<file path="config.mk">
export PLATFORM = sky130hd
export DESIGN_NAME = ram_fetch_ctrl
export DESIGN_NICKNAME = d
export VERILOG_FILES = /design/src/rtl/ram_fetch_ctrl.sv
export SDC_FILE = /design/constraint.sdc
export NUM_CORES = 1
export LEC_CHECK = 0
export CAP_MARGIN = 15
export CORE_MARGIN = 2
export CORE_UTILIZATION = 50
export CTS_CLUSTER_SIZE = 25
export DETAILED_ROUTE_END_ITERATION = 8
export PLACE_DENSITY = 0.85
export SLEW_MARGIN = 20
export SYNTH_ARGS = -nofsm -noshare
export SYNTH_HDL_FRONTEND = slang
export SYNTH_SLANG_ARGS = --single-unit
</file>
<file path="constraint.sdc">
create_clock -name clk -period 4.8 [get_ports clk]
set_input_delay 0.48 -clock clk [delete_from_list [all_inputs] [get_ports clk]]
set_output_delay 0.48 -clock clk [all_outputs]
set_load 0.01 [all_outputs]
</file>
<file path="src/rtl/ram_fetch_ctrl.sv">
// Parameter-RAM fetch sequencer: optional RAM init handshake, then a strided read burst streamed out through a 2-entry buffer.
// Optional feature: define RAM_FETCH_PERF_EN to enable the backpressure stall counter on perf_stall_cnt.
module ram_fetch_ctrl #(
    parameter int DW       = 8,
    parameter int ADDR_DW  = 5,
    parameter int RAM_SIZE = 32,
    parameter int LEN_W    = 6
) (
    input  logic               clk,
    input  logic               rst,
    input  logic               start,
    input  logic               init_req,
    input  logic [31:0]        para_in,
    input  logic [ADDR_DW-1:0] base_addr,
    input  logic [ADDR_DW-1:0] stride,
    input  logic [LEN_W-1:0]   len,
    output logic               busy,
    output logic               done,
    output logic               ram_initial_sig,
    output logic [31:0]        ram_para,
    output logic               ram_RAenable,
    output logic [ADDR_DW-1:0] ram_addr,
    input  logic [DW-1:0]      ram_dout,
    input  logic               ram_mem_initial_signal,
    output logic [DW-1:0]      out_data,
    output logic               out_valid,
    input  logic               out_ready,
    output logic               out_last,
    output logic [15:0]        perf_stall_cnt
);

    typedef enum logic [2:0] {
        S_IDLE,
        S_INIT,
        S_INIT_WAIT,
        S_READ,
        S_DRAIN,
        S_FIN
    } state_t;

    state_t             state_q;
    logic [LEN_W-1:0]   len_q;
    logic [LEN_W-1:0]   issueCnt_q;
    logic [ADDR_DW-1:0] addr_q;
    logic [ADDR_DW-1:0] stride_q;
    logic [31:0]        para_q;
    logic               busy_q;
    logic               done_q;
    logic               ramInit_q;

    logic               inflight_q;
    logic               inflightLast_q;
    logic [DW-1:0]      fifoData_q [2];
    logic               fifoLast_q [2];
    logic               rdPtr_q;
    logic               wrPtr_q;
    logic [1:0]         count_q;
    logic [1:0]         count_d;

    logic               pop;
    logic               push;
    logic [2:0]         effOcc;
    logic               issue;
    logic               issueLast;
    logic [LEN_W-1:0]   lenClamped;

    // A pop this cycle frees a slot for the read issued now, which keeps the stream gapless at full rate.
    always_comb begin
        pop       = (count_q != 2'd0) && out_ready;
        push      = inflight_q;
        effOcc    = {1'b0, count_q} + {2'b00, inflight_q} - {2'b00, pop};
        issue     = (state_q == S_READ) && (effOcc < 3'd2);
        issueLast = issue && (issueCnt_q == (len_q - LEN_W'(1)));
        count_d   = count_q + {1'b0, push} - {1'b0, pop};
        lenClamped = (len > LEN_W'(RAM_SIZE)) ? LEN_W'(RAM_SIZE) : len;
    end

    always_ff @(posedge clk) begin
        if (rst) begin
            state_q    <= S_IDLE;
            len_q      <= '0;
            issueCnt_q <= '0;
            addr_q     <= '0;
            stride_q   <= '0;
            para_q     <= '0;
            busy_q     <= 1'b0;
            done_q     <= 1'b0;
            ramInit_q  <= 1'b0;
        end else begin
            done_q <= 1'b0;
            case (state_q)
                S_IDLE: begin
                    if (start) begin
                        len_q      <= lenClamped;
                        stride_q   <= stride;
                        addr_q     <= base_addr;
                        issueCnt_q <= '0;
                        if (init_req) begin
                            para_q    <= para_in;
                            ramInit_q <= 1'b1;
                            busy_q    <= 1'b1;
                            state_q   <= S_INIT;
                        end else if (len != '0) begin
                            busy_q  <= 1'b1;
                            state_q <= S_READ;
                        end else begin
                            done_q  <= 1'b1;
                            state_q <= S_FIN;
                        end
                    end
                end
                S_INIT: begin
                    ramInit_q <= 1'b0;
                    state_q   <= S_INIT_WAIT;
                end
                S_INIT_WAIT: begin
                    if (ram_mem_initial_signal) begin
                        if (len_q != '0) begin
                            state_q <= S_READ;
                        end else begin
                            busy_q  <= 1'b0;
                            done_q  <= 1'b1;
                            para_q  <= '0;
                            state_q <= S_FIN;
                        end
                    end
                end
                S_READ: begin
                    if (issue) begin
                        addr_q     <= addr_q + stride_q;
                        issueCnt_q <= issueCnt_q + LEN_W'(1);
                        if (issueLast) begin
                            state_q <= S_DRAIN;
                        end
                    end
                end
                S_DRAIN: begin
                    if (!inflight_q && (count_q == 2'd0)) begin
                        busy_q  <= 1'b0;
                        done_q  <= 1'b1;
                        para_q  <= '0;
                        state_q <= S_FIN;
                    end
                end
                S_FIN: begin
                    state_q <= S_IDLE;
                end
                default: begin
                    state_q <= S_IDLE;
                end
            endcase
        end
    end

    // The RAM returns data one cycle after the issue, so the in-flight flag marks the capture cycle.
    always_ff @(posedge clk) begin
        if (rst) begin
            inflight_q     <= 1'b0;
            inflightLast_q <= 1'b0;
            rdPtr_q        <= 1'b0;
            wrPtr_q        <= 1'b0;
            count_q        <= 2'd0;
            for (int i = 0; i < 2; i++) begin
                fifoData_q[i] <= '0;
                fifoLast_q[i] <= 1'b0;
            end
        end else begin
            inflight_q     <= issue;
            inflightLast_q <= issueLast;
            if (push) begin
                fifoData_q[wrPtr_q] <= ram_dout;
                fifoLast_q[wrPtr_q] <= inflightLast_q;
                wrPtr_q             <= ~wrPtr_q;
            end
            if (pop) begin
                rdPtr_q <= ~rdPtr_q;
            end
            count_q <= count_d;
        end
    end

`ifdef RAM_FETCH_PERF_EN
    logic [15:0] stallCnt_q;

    always_ff @(posedge clk) begin
        if (rst) begin
            stallCnt_q <= '0;
        end else if ((state_q == S_IDLE) && start) begin
            stallCnt_q <= '0;
        end else if ((state_q == S_READ) && !issue && (stallCnt_q != 16'hFFFF)) begin
            stallCnt_q <= stallCnt_q + 16'd1;
        end
    end

    assign perf_stall_cnt = stallCnt_q;
`else
    assign perf_stall_cnt = 16'd0;
`endif

    assign busy            = busy_q;
    assign done            = done_q;
    assign ram_initial_sig = ramInit_q;
    assign ram_para        = para_q;
    assign ram_RAenable    = issue;
    assign ram_addr        = addr_q;
    assign out_valid       = (count_q != 2'd0);
    assign out_data        = out_valid ? fifoData_q[rdPtr_q] : '0;
    assign out_last        = out_valid & fifoLast_q[rdPtr_q];

endmodule

</file>
* After elaboration in Yosys (flattened, before gate mapping)
Memories as Yosys holds them, arrays and structs flattened. A register that Yosys moved wholly into a read port is not among the register bits. Cells that the tools add are included.
Cells by class: add/sub/neg operators 7, equal/unequal tests 13, order comparisons 2, multiplexer cells 55, reduce and logical (&&, ||, !) cells 21, bitwise logic cells 3
Operator list (count):
- $mux 32 | 5
- $pmux 32 s3 | 1
- $mux 1 | 28
- $mux 3 | 8
- $mux 6 | 3
- $mux 8 | 2
- $pmux 3 s5 | 1
- $ne 2x2->1 const B | 7
- $pmux 6 s2 | 1
- $reduce_and 6->1 | 2
- $reduce_bool 6->1 | 2
- $mux 5 | 2
- $pmux 5 s2 | 1
- $reduce_or 8->1 | 1
- $add 6x1->6 const B | 1
- $eq 3x2->1 const B | 2
- $eq 6x6->1 | 1
- $gt 6x6->1 const B | 1
- $pmux 1 s3 | 2
- $reduce_and 3->1 | 2
- $reduce_bool 2->1 | 3
- $sub 6x1->6 const B | 1
- $add 5x5->5 | 1
- $reduce_and 5->1 | 1
- other kinds (18) | 22
Storage, ports and cells: bits of input ports 62, RAM bits 18, memories 2, logic and storage cells 117, output and inout bits 67, bits in registers 66
Memory list:
- fifoData_q | depth 2, width 8, read ports 1, clocked after memory_dff 1, wr ports 2, RTL line 53 | logic [DW-1:0] fifoData_q [2];
- fifoLast_q | depth 2, width 1, read ports 1, clocked after memory_dff 1, wr ports 2, RTL line 54 | logic fifoLast_q [2];

* Depth between registers and ports, before layout
Gate-level depths: netlist of run 1.
depth after elaboration 9, mapped depth 11, mapped depth without buffers 11

* Worst setup path after synthesis of run 1
No wires, ideal clock.
path type input to register, start point input port out_ready, end point register state_q[2], path buffers 0, setup slack 2.061 ns, data arrival time 2.660 ns, setup time 0.079 ns, cell stages on the path 8, required time 4.721 ns, cell sequence nor2b_1 -> ha_1 -> inv_1 -> ha_1 -> fa_1 -> nor3_4 -> or4b_1 -> a211oi_2
Between the ends: longest elaborated chain between the ends 7, elaborated cells on any way between the ends 8, those cells by class 1 x add/sub; 1 x order compare; 2 x eq/ne; 4 x reduce/logical
Ends and longest elaborated chain:
- start, declared | RTL line 27 | input logic out_ready,
- $logic_and 1x1->1 * | RTL line 69 | pop = (count_q != 2'd0) && out_ready;
- $sub 3x1->3 * | RTL line 71 | effOcc = {1'b0, count_q} + {2'b00, inflight_q} - {2'b00, pop};
- $lt 3x2->1 * | RTL line 72 | issue = (state_q == S_READ) && (effOcc < 3'd2);
- $logic_and 1x1->1 * | RTL line 72
- net ram_RAenable | RTL line 21 | output logic ram_RAenable,
- $logic_and 1x1->1 | RTL line 73 | issueLast = issue && (issueCnt_q == (len_q - LEN_W'(1)));
- $ne 2x2->1 (no line)
- $reduce_and 5->1 (no line) *
- end signal, assigned | RTL line 80 | state_q <= S_IDLE;
- end signal, assigned | RTL line 102 | state_q <= S_INIT;
- end signal, assigned | RTL line 105 | state_q <= S_READ;
- end, declared | RTL line 41 | state_t state_q;
The timed path passes the listed nets; every way through them passes the cells marked *. A chain may end at the register's enable or synchronous reset.

* Worst setup path after layout of run 1
start point register count_q[1], end point output port ram_RAenable
Between the ends: longest elaborated chain between the ends 5, elaborated cells on any way between the ends 6, those cells by class 2 x add/sub; 1 x order compare; 3 x reduce/logical
Ends and longest elaborated chain:
- start, declared | RTL line 57 | logic [1:0] count_q;
- start signal, assigned | RTL line 178 | count_q <= count_d;
- $reduce_bool 2->1 | RTL line 69
- $logic_and 1x1->1 | RTL line 69
- net pop | RTL line 60 | logic pop;
- $sub 3x1->3 | RTL line 71
- $lt 3x2->1 | RTL line 72
- $logic_and 1x1->1 | RTL line 72
- end, declared | RTL line 21
The timed path passes the listed nets, and every way through them passes these cells.

==> results of run 1 <==
[worst max-delay path by stage]
stage                    start           end  slack (ns)
global route        count_q[1]  ram_RAenable        0.59
CTS                 count_q[1]  ram_RAenable        0.77
detailed placement  count_q[1]  ram_RAenable        1.18
floorplan            out_ready    state_q[2]        2.06
global placement     out_ready  ram_RAenable        1.19
finish              count_q[1]  ram_RAenable        0.80
[cell usage after synthesis (all sizes together)]
master	instances	area share
or3	1	0.0015
a221o	1	0.0024
o21ai	4	0.0056
mux2i	44	0.10
a21o	4	0.0071
or2	1	0.0015
nor3	8	0.012
and2	20	0.030
xnor2	12	0.025
or4b	2	0.0047
o31ai	1	0.0030
clkbuf	16	0.014
nor2	31	0.028
and3	3	0.0045
nand3b	6	0.014
o211ai	1	0.0018
conb	1	0.00089
and3b	1	0.0021
inv	16	0.014
nand4	4	0.0059
xor2	6	0.012
nor3b	3	0.0053
a31oi	3	0.0045
ha	8	0.024
nor4	4	0.0059
edfxtp	18	0.13
a2111oi	1	0.0021
buf	22	0.041
a21oi	22	0.027
a41oi	1	0.0021
nand4b	1	0.0021
a211oi	5	0.010
a22oi	1	0.0018
nand3	2	0.0024
dfxtp	67	0.32
fa	2	0.0095
a31o	2	0.0042
o21bai	1	0.0018
nand2	62	0.055
nand2b	38	0.056
nor2b	3	0.0045
[registers in the layout, summed over array words and instances (netlist names), named ones only]
signal / flops
ram_initial_sig: 1
count_q: 2
busy: 1
fifoData_q: 16
ram_para: 32
stride_q: 5
rdPtr_q: 1
len_q: 6
inflightLast_q: 1
issueCnt_q: 6
state_q: 3
ram_addr: 5
done: 1
fifoLast_q: 2
wrPtr_q: 1
inflight_q: 1
[kinds of logic after synthesis]
kind of cell | count (synthesis)
simple gates | 190
flops | 85
other cells | 1
fa+ha+maj | 10
mux | 44
compound gates | 47
buf+inv | 54
xor+xnor | 18
[per-stage QoR]
step / power [W] / instances
floorplan: 0.00178 / 464
global placement: 0.00215 / 646
detailed placement: 0.00218 / 646
CTS: 0.00271 / 662
global route: 0.00285 / 662
finish: 0.00268 / 662
[metal layers]
metal  vias up  track usage  wire length, um
li1       1680            -                -
met4         0       0.0857              182
met2        87        0.328             4360
met3        12       0.0470              453
met5         -            0                0
met1      1564        0.233             3880
[area by class of cell]
class,instances,area (um^2)
clock inverter,3,42.5
sequential,85,1880
tap,105,131
clock buffer,13,160
timing repair buffer,115,1140
fill,670,2690
multi-input combinational,325,2110
inverter,16,60.1
[power breakdown]
part	internal (W)	leakage [nW]	total, W	switching (W)
Combinational	0.000571	1.41	0.00114	0.000570
Sequential	0.000885	0.732	0.00102	0.000135
Clock	0.000273	0.101	0.000517	0.000244
[cells in the final DEF (no fill, tap or decap), types with 5 or more instances in the layout]
cell type,instances
clkdlybuf4s50_1,111
dfxtp_1,67
nand2_1,62
mux2i_1,44
nand2b_1,38
nor2_1,30
a21oi_1,21
and2_1,20
edfxtp_1,18
inv_1,16
conb_1,16
xnor2_1,12
clkbuf_8,9
ha_1,8
nor3_1,7
xor2_1,6
nand3b_1,5
[tightest hold or removal path, cell delays in order (launching register included)]
cell and delay (ns):
dfxtp_1 0.32, nand2_1 0.05, a21oi_1 0.05
==> metrics.cfg, run 1 <==
[worst_setup_path]
critPathMaxStageDelay_ns = 0.62
cpMaxStageDelayCell = clkdlybuf4s50_1
cp_common_cell = ha_1
setup.worst_path.start_class = flip-flop
rr_startpoint = count_q[1]
rrSetupSlack_ns = 1.44
crit_buf_inv = 2
critPathTopFamily = simple AND/OR/NAND/NOR gates
end_kind = output port
critPathKind = reg -> out
cp_data_required_time_ns = 4.32
path_cells = nor2_1, nor2b_1, ha_1, inv_1, ha_1, fa_1, nor3_4, clkdlybuf4s50_1
worst-path-max-fanout = 11
cp_num_cells = 8
timing.rr.end = state_q[2]
worst-r2r-cell-count = 9
crit_arrival_ns = 3.52

[run_status]
outcome = finished, final reports clean

[synthesis]
syn_area_um2 = 4220
synth-simple-area-share = 0.235
syn-instance-count = 449
synth_top_family_by_area = simple AND/OR/NAND/NOR gates
synth-adder-area-share = 0.0332
ys_warn_count = 0
synth_xor_area_frac = 0.0374
synth-seq-cells = 85
synthMuxAreaShare = 0.104
avgSynthCellArea_um2 = 9.39
ys_types = 49
synth_compound_area_frac = 0.0733
ys_seq_area_frac = 0.446

[global_route]
antenna_found_initial = 0
overflow = 0
first_global_vias = 3116
grt_max_degree = 39
grt_util_all_layers = 0.194
grt_pass1_wl_um = 13900

[route]
drc = 0
drt-initial-drc-count = 90
final_antenna_net_count = 0
num_vias = 3343
wire_per_inst_um = 13.4
vias_per_cell = 5.05
drtPass1Iterations = 4
drt_wl_total_um = 8870

[floorplan]
die_h_um = 95.8
io_pins = 129
die_area_um2 = 9190
row_count = 33
core_um2 = 8220
start_util = 0.513
fp.dieW_um = 95.8

[final_layout]
drive_above_1_share = 0.0467
design_area_um2 = 5520
area_growth_pct = 30.9
nets = 624
final_util = 0.672
n_antenna_cell = 0

[timing]
slew_violations = 0
setup_violations = 0
hold_viol_final = 0
rsz0062_at_grt = no
fin_tns_setup_ns = 0
relSlewSlack = 0.429
worst_pin_slew_ns = 0.855
skew_ns = 0.00671
fin_ws_ns = 0.803
hold_ws_ns = 0.469
finalCritPeriodShare = 0.833
fin_crit_ns = 4.00
fmax_mhz = 250

[cts]
cts_num_sinks = 85
cts_tree = built
htree_levels = 3
ctsResizeCount = 0
cts_hold_buf = 0
clkTransAtPathRegs_ns = 0.08
clock_path_buffers = 2
post_cts.repair.setup_buffers = 0
cts_buffers = 9
cts_root_buf = clkbuf_8
clk_latency_ns = 0.35

[pwr]
pwr_density_cell_nw_per_um2 = 485
power_leakage_nw = 2.24
ir_drop_mv = 0.285

[placement]
post-place-ws_ns = 1.18
gp_congestion = 0.841
dpl_cell_area_um2 = 5320
dp_hpwl_um = 6400
port_buffers = 112

[min_path]
holdPathEnd = stride_q[4]
hold_start = stride_q[4]
hold_class = reg -> reg
holdPathStages = 2

[job]
cap_violations = 0

Note: power is estimated with default switching activity, not from simulation.
==> run 2, diff against run 1 <==
Settings changed: CORE_UTILIZATION 50 to 47, PLACE_DENSITY 0.85 to 0.8.
Clock period 4.8 ns to 3.9 ns, I/O delays scaled along.
==> run 2 against run 1 <==
Net effect: wire length increased by 5.2%; count of clock-buffer cells in the layout decreased by 1; register-to-register slack got worse by 0.65 ns; clock skew increased by 0.0075 ns; worst setup slack got worse by 0.36 ns; critical path type unchanged; critical endpoint unchanged.
==> metrics.cfg, run 2 (same netlist as run 1, synthesis figures left out) <==
[timing]
slew_violations = 0  ; unchanged
setup_violations = 0  ; unchanged
hold_ws_ns = 0.465  ; -0.00410 ns
fin_tns_setup_ns = 0  ; unchanged
skew_ns = 0.0142  ; +0.00750 ns
rsz0062_at_grt = no
fin_crit_ns = 3.46
fmax_mhz = 289
worst_pin_slew_ns = 0.923  ; +0.0686 ns
hold_viol_final = 0  ; unchanged
finalCritPeriodShare = 0.888
relSlewSlack = 0.383  ; -0.0458

[pwr]
p_total_w = 0.00324  ; +21%
ir_drop_mv = 0.272  ; -4.4%
power_leakage_nw = 2.24  ; about the same
pwr_density_cell_nw_per_um2 = 588  ; +21%

[route]
drt_wl_total_um = 9330  ; +5.2%
drc = 0  ; unchanged
num_vias = 3346  ; +0.090%
final_antenna_net_count = 0  ; unchanged
drtPass1Iterations = 4  ; unchanged
wire_per_inst_um = 14.0  ; +4.4%
drt-initial-drc-count = 80  ; -11%
vias_per_cell = 5.02  ; -0.66%

[cts]
post_cts.repair.setup_buffers = 0  ; unchanged
clock_path_buffers = 2  ; unchanged
cts_tree = built
ctsResizeCount = 0  ; unchanged
htree_levels = 3  ; unchanged
cts_buffers = 9  ; unchanged
clkTransAtPathRegs_ns = 0.09  ; about the same
clk_latency_ns = 0.34  ; about the same
cts_num_sinks = 85  ; unchanged
cts_hold_buf = 0  ; unchanged
cts_root_buf = clkbuf_8

[worst_setup_path]
worstSetupStartpoint = count_q[0]
worst-r2r-cell-count = 10  ; +1
worst-path-max-fanout = 11  ; unchanged
critPathKind = reg -> out
crit_arrival_ns = 3.07  ; -0.45 ns
setup.worst_path.start_class = flip-flop
timing.rr.end = state_q[2]
rr_startpoint = count_q[0]
end_kind = output port
rrSetupSlack_ns = 0.79  ; -0.65 ns
cp_data_required_time_ns = 3.51  ; -0.81 ns

[final_layout]
n_antenna_cell = 0  ; unchanged
drive_above_1_share = 0.0555  ; +0.00878
nets = 626  ; +0.32%
final_util = 0.633  ; -0.0392
area_growth_pct = 30.9  ; about the same
nFillCells = 738  ; +10%
largest_reg_flops = 32  ; unchanged
final_cell_mix = 111 x clkdlybuf4s50_1, 67 x dfxtp_1, 62 x nand2_1
final_common_cell = clkdlybuf4s50_1
design_area_um2 = 5520  ; about the same

[global_route]
grt_pass1_wl_um = 15400  ; +11%
first_global_vias = 3301  ; +5.9%
overflow = 0  ; unchanged
grt_max_degree = 40  ; +2.6%
grt_util_all_layers = 0.194  ; +0.000441
antenna_found_initial = 0  ; unchanged

[floorplan]
fp.dieW_um = 98.7  ; +3.0%
io_pins = 129  ; unchanged
row_count = 34  ; +3.0%
die_h_um = 98.7  ; +3.0%
start_util = 0.484  ; -0.0297
core_um2 = 8720  ; +6.1%
die_area_um2 = 9750  ; +6.1%

[placement]
dpl_cell_area_um2 = 5340  ; +0.35%
port_buffers = 112  ; unchanged
gp_congestion = 0.801  ; -4.8%
dp_hpwl_um = 6910  ; +8.1%

[min_path]
hold_class = reg -> reg
holdPathStages = 2  ; unchanged
hold_start = stride_q[3]
holdPathEnd = stride_q[3]

[job]
cap_violations = 0  ; unchanged

[run_status]
outcome = finished, final reports clean

==> run 2: routing by layer <==
| layer | wire length [um] | GRT usage | vias to the layer above |
|---|---|---|---|
| li1 | - | - | 1686 |
| met1 | 4090 | 0.247 | 1564 |
| met2 | 4680 | 0.331 | 81 |
| met3 | 377 | 0.0426 | 15 |
| met4 | 188 | 0.0611 | 0 |
| met5 | 0 | 0 | - |
==> run 2: cell type report <==
class	instances	area [um^2]	area share
Clock buffer	12	156	0.0283
Clock inverter	4	22.5	0.00408
Inverter	16	60.1	0.0109
Multi-Input combinational cell	325	2110	0.382
Sequential cell	85	1880	0.341
Tap cell	108	135	0.0245
Timing Repair Buffer	117	1150	0.209
==> run 2: worst max-delay path by stage <==
stage	to	slack, ns
5_1_grt	ram_RAenable	0.18
3_3_place_gp	ram_RAenable	0.64
2_1_floorplan	state_q[2]	1.25
4_1_cts	ram_RAenable	0.20
3_5_place_dp	ram_RAenable	0.61
6_report	ram_RAenable	0.44
==> run 2: metrics by stage <==
step,cells,setup slack (ns)
after floorplan,464,1.25
after global placement,651,0.637
after detailed placement,651,0.613
after CTS,667,0.199
after global routing,667,0.182
final,667,0.439
==> run 2: power breakdown <==
| part | internal, W | switching (W) | total (W) |
|---|---|---|---|
| Sequential | 0.00109 | 0.000167 | 0.00126 |
| Clock | 0.000268 | 0.000298 | 0.000566 |
| Combinational | 0.000709 | 0.000712 | 0.00142 |
==> run 2: worst max-delay path: stages, from the launching register on <==
cell and delay [ns]:
dfxtp_1 0.34, nor2_2 0.33, nor2b_1 0.14, ha_1 0.30, inv_1 0.04, ha_1 0.18
fa_1 0.55, nor3_4 0.28, clkdlybuf4s50_1 0.58
